--- config.mk ---
export PLATFORM = sky130hd
export DESIGN_NAME = and_nand_or_nor_flat
export DESIGN_NICKNAME = d
export VERILOG_FILES = /design/src/rtl/and_nand_or_nor_if.sv /design/src/rtl/and_nand_or_nor.sv /design/src/flat_wrapper.sv
export SDC_FILE = /design/constraint.sdc
export NUM_CORES = 1
export LEC_CHECK = 0
export CAP_MARGIN = 15
export CORE_AREA = 2 2 39 41
export CTS_BUF_LIST = sky130_fd_sc_hd__clkbuf_4 sky130_fd_sc_hd__clkbuf_8
export CTS_CLUSTER_DIAMETER = 200
export CTS_CLUSTER_SIZE = 25
export DETAILED_ROUTE_END_ITERATION = 10
export DIE_AREA = 0 0 41 43
export PLACE_DENSITY_LB_ADDON = 0.3
export SLEW_MARGIN = 5
export SYNTH_ARGS = -nofsm -noshare
export SYNTH_HDL_FRONTEND = slang
export SYNTH_SLANG_ARGS = --single-unit
--- constraint.sdc ---
create_clock -name clk -period 1.04 [get_ports clk]
set_input_delay 0.208 -clock clk [delete_from_list [all_inputs] [get_ports clk]]
set_output_delay 0.208 -clock clk [all_outputs]
set_load 0.02 [all_outputs]
--- src/rtl/and_nand_or_nor_if.sv ---
// +----------------------------------------------------------------------------+
// | Module   : and_nand_or_nor_if                                              |
// | Purpose  : Bundles the operand side and the result side of the registered  |
// |            AND/NAND/OR/NOR unit into one connection.                       |
// | Signals  : in_valid   operands valid this cycle          (master -> slave) |
// |            in0, in1   WIDTH-bit operands                 (master -> slave) |
// |            out_valid  registered in_valid                (slave -> master) |
// |            and_out    in0 & in1                          (slave -> master) |
// |            nand_out   ~(in0 & in1)                       (slave -> master) |
// |            or_out     in0 | in1                          (slave -> master) |
// |            nor_out    ~(in0 | in1)                       (slave -> master) |
// | Modports : master - upstream/downstream logic around the unit              |
// |            slave  - the logic unit itself                                  |
// | Revision : 1.0  initial release                                            |
// +----------------------------------------------------------------------------+
`default_nettype none

interface and_nand_or_nor_if #(
    parameter int WIDTH = 1
);
    logic             in_valid;
    logic [WIDTH-1:0] in0;
    logic [WIDTH-1:0] in1;

    logic             out_valid;
    logic [WIDTH-1:0] and_out;
    logic [WIDTH-1:0] nand_out;
    logic [WIDTH-1:0] or_out;
    logic [WIDTH-1:0] nor_out;

    // The master both supplies operands and samples the results.
    modport master (
        output in_valid,
        output in0,
        output in1,
        input  out_valid,
        input  and_out,
        input  nand_out,
        input  or_out,
        input  nor_out
    );

    modport slave (
        input  in_valid,
        input  in0,
        input  in1,
        output out_valid,
        output and_out,
        output nand_out,
        output or_out,
        output nor_out
    );
endinterface

`default_nettype wire

--- src/rtl/and_nand_or_nor.sv ---
// +----------------------------------------------------------------------------+
// | Module   : and_nand_or_nor                                                 |
// | Purpose  : Registered two-input bitwise logic unit producing AND, NAND, OR |
// |            and NOR of two operands with a valid qualifier and exactly one  |
// |            clock of latency. No backpressure: one operand pair may be      |
// |            accepted every cycle.                                           |
// | Params   : WIDTH  operand/result width in bits (>= 1)                      |
// | Ports    : clk    rising-edge clock for all state                          |
// |            rst_n  synchronous active-low reset                             |
// |            bus    and_nand_or_nor_if.slave (operands in, results out)      |
// | Revision : 1.0  initial release                                            |
// +----------------------------------------------------------------------------+
`default_nettype none

module and_nand_or_nor #(
    parameter int WIDTH = 1
) (
    input  wire logic           clk,
    input  wire logic           rst_n,
    and_nand_or_nor_if.slave    bus
);

    // Reset image is the truth-table row for in0 = in1 = 0, so the outputs
    // are mutually consistent even before the first valid operand arrives.
    localparam logic [WIDTH-1:0] C_ZERO = '0;
    localparam logic [WIDTH-1:0] C_ONES = '1;

    logic             valid_q;
    logic             valid_d;
    logic [WIDTH-1:0] and_q;
    logic [WIDTH-1:0] and_d;
    logic [WIDTH-1:0] nand_q;
    logic [WIDTH-1:0] nand_d;
    logic [WIDTH-1:0] or_q;
    logic [WIDTH-1:0] or_d;
    logic [WIDTH-1:0] nor_q;
    logic [WIDTH-1:0] nor_d;

    // Next-state: results only load on a valid cycle; otherwise they hold,
    // so downstream logic can keep reading the last result after out_valid
    // drops. out_valid is simply in_valid delayed by one clock.
    always_comb begin
        valid_d = bus.in_valid;
        and_d   = and_q;
        nand_d  = nand_q;
        or_d    = or_q;
        nor_d   = nor_q;
        if (bus.in_valid) begin
            and_d  = bus.in0 & bus.in1;
            nand_d = ~(bus.in0 & bus.in1);
            or_d   = bus.in0 | bus.in1;
            nor_d  = ~(bus.in0 | bus.in1);
        end
    end

    // Reset wins over in_valid: an operand pair presented during reset is
    // dropped and never produces a result.
    always_ff @(posedge clk) begin
        if (!rst_n) begin
            valid_q <= 1'b0;
            and_q   <= C_ZERO;
            nand_q  <= C_ONES;
            or_q    <= C_ZERO;
            nor_q   <= C_ONES;
        end else begin
            valid_q <= valid_d;
            and_q   <= and_d;
            nand_q  <= nand_d;
            or_q    <= or_d;
            nor_q   <= nor_d;
        end
    end

    assign bus.out_valid = valid_q;
    assign bus.and_out   = and_q;
    assign bus.nand_out  = nand_q;
    assign bus.or_out    = or_q;
    assign bus.nor_out   = nor_q;

endmodule

`default_nettype wire

--- src/flat_wrapper.sv ---
// flat-port wrapper written by rule: the top's interface ports become plain ports
module and_nand_or_nor_flat 
#(
    parameter int WIDTH = 1
)
  (clk, rst_n, bus_in_valid, bus_in0, bus_in1, bus_out_valid, bus_and_out, bus_nand_out, bus_or_out, bus_nor_out);
  and_nand_or_nor_if #(.WIDTH(WIDTH)) bus_i ();
  input  wire logic clk;
  input  wire logic rst_n;
  input wire logic [$bits(bus_i.in_valid)-1:0] bus_in_valid;
  input wire logic [$bits(bus_i.in0)-1:0] bus_in0;
  input wire logic [$bits(bus_i.in1)-1:0] bus_in1;
  output wire logic [$bits(bus_i.out_valid)-1:0] bus_out_valid;
  output wire logic [$bits(bus_i.and_out)-1:0] bus_and_out;
  output wire logic [$bits(bus_i.nand_out)-1:0] bus_nand_out;
  output wire logic [$bits(bus_i.or_out)-1:0] bus_or_out;
  output wire logic [$bits(bus_i.nor_out)-1:0] bus_nor_out;
  assign bus_i.in_valid = bus_in_valid;
  assign bus_i.in0 = bus_in0;
  assign bus_i.in1 = bus_in1;
  assign bus_out_valid = bus_i.out_valid;
  assign bus_and_out = bus_i.and_out;
  assign bus_nand_out = bus_i.nand_out;
  assign bus_or_out = bus_i.or_out;
  assign bus_nor_out = bus_i.nor_out;
  and_nand_or_nor #(.WIDTH(WIDTH)) u_core (.clk(clk), .rst_n(rst_n), .bus(bus_i));
endmodule
* Word-level counts from Yosys, hierarchy flattened
Index checks and enable logic that the tools add are counted.
** Cells by class
- Bitwise gates (word level) :: 4
** Operator list (count)
- $not A1 Y1 :: 2
- $and A1 B1 Y1 :: 1
- $or A1 B1 Y1 :: 1
** Storage, ports and cells
- Bits in registers :: 5
- Input bits :: 5
- Output and inout bits :: 5
- Logic and storage cells :: 9

* Longest topological paths before layout
Gate-level depths: netlist of run 1.
- Word-level depth :: 2
- Depth in mapped cells :: 2
- Mapped depth without buffers :: 2

* Least setup slack after synthesis of run 1
Ideal clock, no wire load.
- Path kind :: register to register
- From :: register u_core.bus.nor_out (netlist name)
- To :: register u_core.nor_q (netlist: u_core.bus.nor_out)
- Library setup time :: 120 ps
- Data arrival time :: 738 ps
- Data required time :: 920 ps
- Path slack :: 182 ps
- Cell stages (with the launch flop) :: 3
- Buffers on the path :: 0
- Clock period less this slack :: 858 ps
- Cells stage by stage :: dfxtp_1 -> nor2b_1 -> a211o_1
** RTL lines
- to (signal assigned) :: line and_nand_or_nor.sv:70 : nor_q <= nor_d;
- to (decl) :: line and_nand_or_nor.sv:36 : logic [WIDTH-1:0] nor_q;

* Worst setup path after layout of run 1
- From :: register u_core.valid_q (netlist: u_core.bus.out_valid)
- To :: output port bus_out_valid
** RTL lines
- from (decl) :: line and_nand_or_nor.sv:28 : logic valid_q;
- from (signal assigned) :: line and_nand_or_nor.sv:66 : valid_q <= valid_d;
- to (decl) :: line flat_wrapper.sv:13 : output wire logic [$bits(bus_i.out_valid)-1:0] bus_out_valid;
No word-level cell between the ends.

==> impl_metrics.csv, run 1 <==
group,metric,value,unit
floorplan,io_pins,10,
clocking,cts_setup_buffers,0,
clocking,clock-sinks,5,
detailed_routing,vias,166,
logic_synthesis,ys_top_cells_by_area,"dfxtp_1, nor2b_1, o21ai_0, a211o_1, and2_2",
logic_synthesis,ys_types,10,
logic_synthesis,ys_seq_area_share,59.3,%
floorplan,row_count,14,
setup_path,path_cells,"clkdlybuf4s15_2",
detailed_routing,drt_iter0_drc,5,
setup_path,cp.arrival,0.79,ns
clocking,h-tree-depth,1,
global_route,grt_max_degree,9,
clocking,cts_tree,"yes",
timing,setup_violations,0,
detailed_routing,drt_pass1_iterations,3,
worst_hold_path,hold_class,"in -> reg",
setup_path,cp_slowest_stage_delay,0.30,ns
logic_synthesis,synth_compound_area_share,18.5,%
logic_synthesis,avgSynthCellArea,9.94,um2
power_and_ir_drop,power_leakage,0.138,nW
logic_synthesis,yosys-mux-area-fraction,0,%
global_route,met1_usage,7.44,%
clocking,clk_latency,0.24,ns
floorplan,initial_core_util,12.2,%
detailed_routing,antenna_left,0,
power_and_ir_drop,p_per_area,1770,nW/um2
logic_synthesis,synth_cells,17,
detailed_routing,wire_per_inst,8.57,um
setup_path,worstSetupPathType,"reg -> out",
clocking,cts_buffers,3,
power_and_ir_drop,p_total,517,uW
power_and_ir_drop,p_sw,112,uW
global_route,grt_pass1_vias,165,
power_and_ir_drop,seq_power_share,40.1,%
finish,layout-area-overhead-vs-synth,73.3,%
timing,slew_violations,0,
timing,rsz0062_at_grt,"no",
timing,hold_ws,0.346,ns
global_route,grtUsageMet3,9.42,%
placed_design,dp.cells,42,
clocking,cts.path.max_buffers,2,
floorplan,fp.dieH,43,um
setup_path,cp_max_fo,1,
timing,max-slew-margin-rel,82.9,%
finish,drive_above_1_share,33.3,%
power_and_ir_drop,power_frac_clock,47.8,%
global_route,antenna_found_initial,0,
logic_synthesis,yosysWarningCount,0,
logic_synthesis,synthSimpleGateAreaFrac,20.0,%
placed_design,dpl.hpwl,277,um
setup_path,critPathRequiredTime,0.83,ns
timing,final_hold_viol_count,0,
detailed_routing,drc_errors,0,
clocking,cts.reportedPaths.clkPinSlew,0.04,ns
finish,layout_commonest_cell,"dfxtp_1",
outcome,status,"completed",
logic_synthesis,synth_area,169,um2
finish,final_cell_area,293,um2
timing,min_period,1.00,ns
power_and_ir_drop,combPwrFrac,12.1,%
setup_path,r2r_setup_slack,0.24,ns
power_and_ir_drop,p_int,405,uW
detailed_routing,wl,394,um
finish,diodes,0,
setup_path,cp_slowest_cell,"dfxtp_1",
timing,fmaxAchievable,1000,MHz
global_route,gr-total-overflow,0,
placed_design,port_buffers,9,
clocking,clock-root-buffer,"clkbuf_4",
global_route,grt_use_total,6.64,%
floorplan,die-area,1760,um2
logic_synthesis,yosys_register_bits,5,
timing,fin_crit_sh,96.1,%
placed_design,pre_cts_ws,-0.241,ns
run,cap_violations,0,
finish,final_cells,46,
placed_design,gp_congestion,0.586,
setup_path,cp_top_family,"flip-flops",
setup_path,end_kind,"output port",
logic_synthesis,synth_fa_ha_area_share,0,%
setup_path,worst-path-buf-inv,1,
floorplan,die_width,41,um
logic_synthesis,yosysTopAreaCell,"dfxtp_1",
timing,worst_slack,0.0403,ns
power_and_ir_drop,peakVddDrop,862,uV
logic_synthesis,synth_xor_area_share,0,%
global_route,grt_pass1_wl,690,um
global_route,grt-busiest-layer,"met3",
finish,layout_common_cells,"dfxtp_1, clkbuf_4, buf_2",
logic_synthesis,synth_top_family_by_area,"simple AND/OR/NAND/NOR gates",
floorplan,core,1380,um2
timing,final.setup.tns,0,ns
placed_design,place_area,279,um2
logic_synthesis,synth_nets,22,
logic_synthesis,yosys.area.top_type_share,59.3,%
global_route,use_met2,6.88,%
finish,fin_util,21.2,%
finish,fillers,156,
timing,tightest_slew,0.255,ns
timing,skew,0,ns
power_and_ir_drop,swShare,21.7,%
setup_path,start_kind,"flip-flop",
finish,final_nets,36,
detailed_routing,viasPerCell,3.61,
[final cells by class]
| class | count | area, um2 | share of cell area [%] |
|---|---|---|---|
| inverter | 1 | 3.75 | 1.28 |
| multi-input combinational | 11 | 65.1 | 22.2 |
| sequential | 5 | 100 | 34.2 |
| clock buffer | 4 | 30.0 | 10.3 |
| timing repair buffer | 9 | 73.8 | 25.2 |
| tap | 16 | 20.0 | 6.84 |
[cells in the mapped netlist]
library cell and count:
a21oi_1 1, dfxtp_1 5, and2_2 1, a211o_1 1
nor2_1 2, o21ai_0 2, inv_1 1, o21a_1 1
and3_1 1, nor2b_1 2
[kinds of logic (layout without fill, tap and decap cells)]
family / after synthesis / after routing
buffers and inverters: 1 / 14
AO/OA/AOI/OAI: 5 / 5
AND/OR/NAND/NOR: 6 / 6
flip-flops: 5 / 5
[metal layers]
| metal | vias to the layer above | wire (um) |
|---|---|---|
| met5 | - | 0 |
| met1 | 68 | 186 |
| met4 | 0 | 6 |
| met2 | 13 | 128 |
| li1 | 83 | - |
| met3 | 2 | 72 |
[path summary, 6_finish.rpt]
path | from | to | cells after the start
max reg2reg | u_core.bus.nor_out$_SDFFE_PN1P_ | u_core.bus.nor_out$_SDFFE_PN1P_ | 2
min reg2reg | u_core.bus.nand_out$_SDFFE_PN1P_ | u_core.bus.nand_out$_SDFFE_PN1P_ | 2
max | u_core.bus.out_valid$_SDFF_PN0_ | bus_out_valid | 1
min | bus_in_valid | u_core.bus.or_out$_SDFFE_PN0P_ | 2
[registers in the layout (all words and copies together), names as in the netlist]
register,flops
u_core.bus.or_out,1
u_core.bus.nand_out,1
u_core.bus.and_out,1
u_core.bus.out_valid,1
u_core.bus.nor_out,1
[power groups by stage]
stage	clock network (mW)	logic (mW)	registers [mW]
3_5_place_dp	0	0.0713	0.211
6_report	0.247	0.0623	0.207
2_1_floorplan	0	0.0140	0.225
4_1_cts	0.257	0.0688	0.208
3_3_place_gp	0	0.0703	0.211
5_1_grt	0.276	0.0683	0.208
[timing repair]
action / in CTS / in global routing
setup endpoints to repair: 5 / 6
hold buffers: 0 / 0
resized for setup: 15 / 5
endpoints found under the hold margin: 0 / 0
No activity file was read; power rests on OpenSTA's default activity.
==> inputs of run 2 (changes only) <==
- CTS_CLUSTER_DIAMETER: 200 -> 50
==> results of run 2 <==
Same layout as run 1: the final DEF is identical, and so are final timing and power.
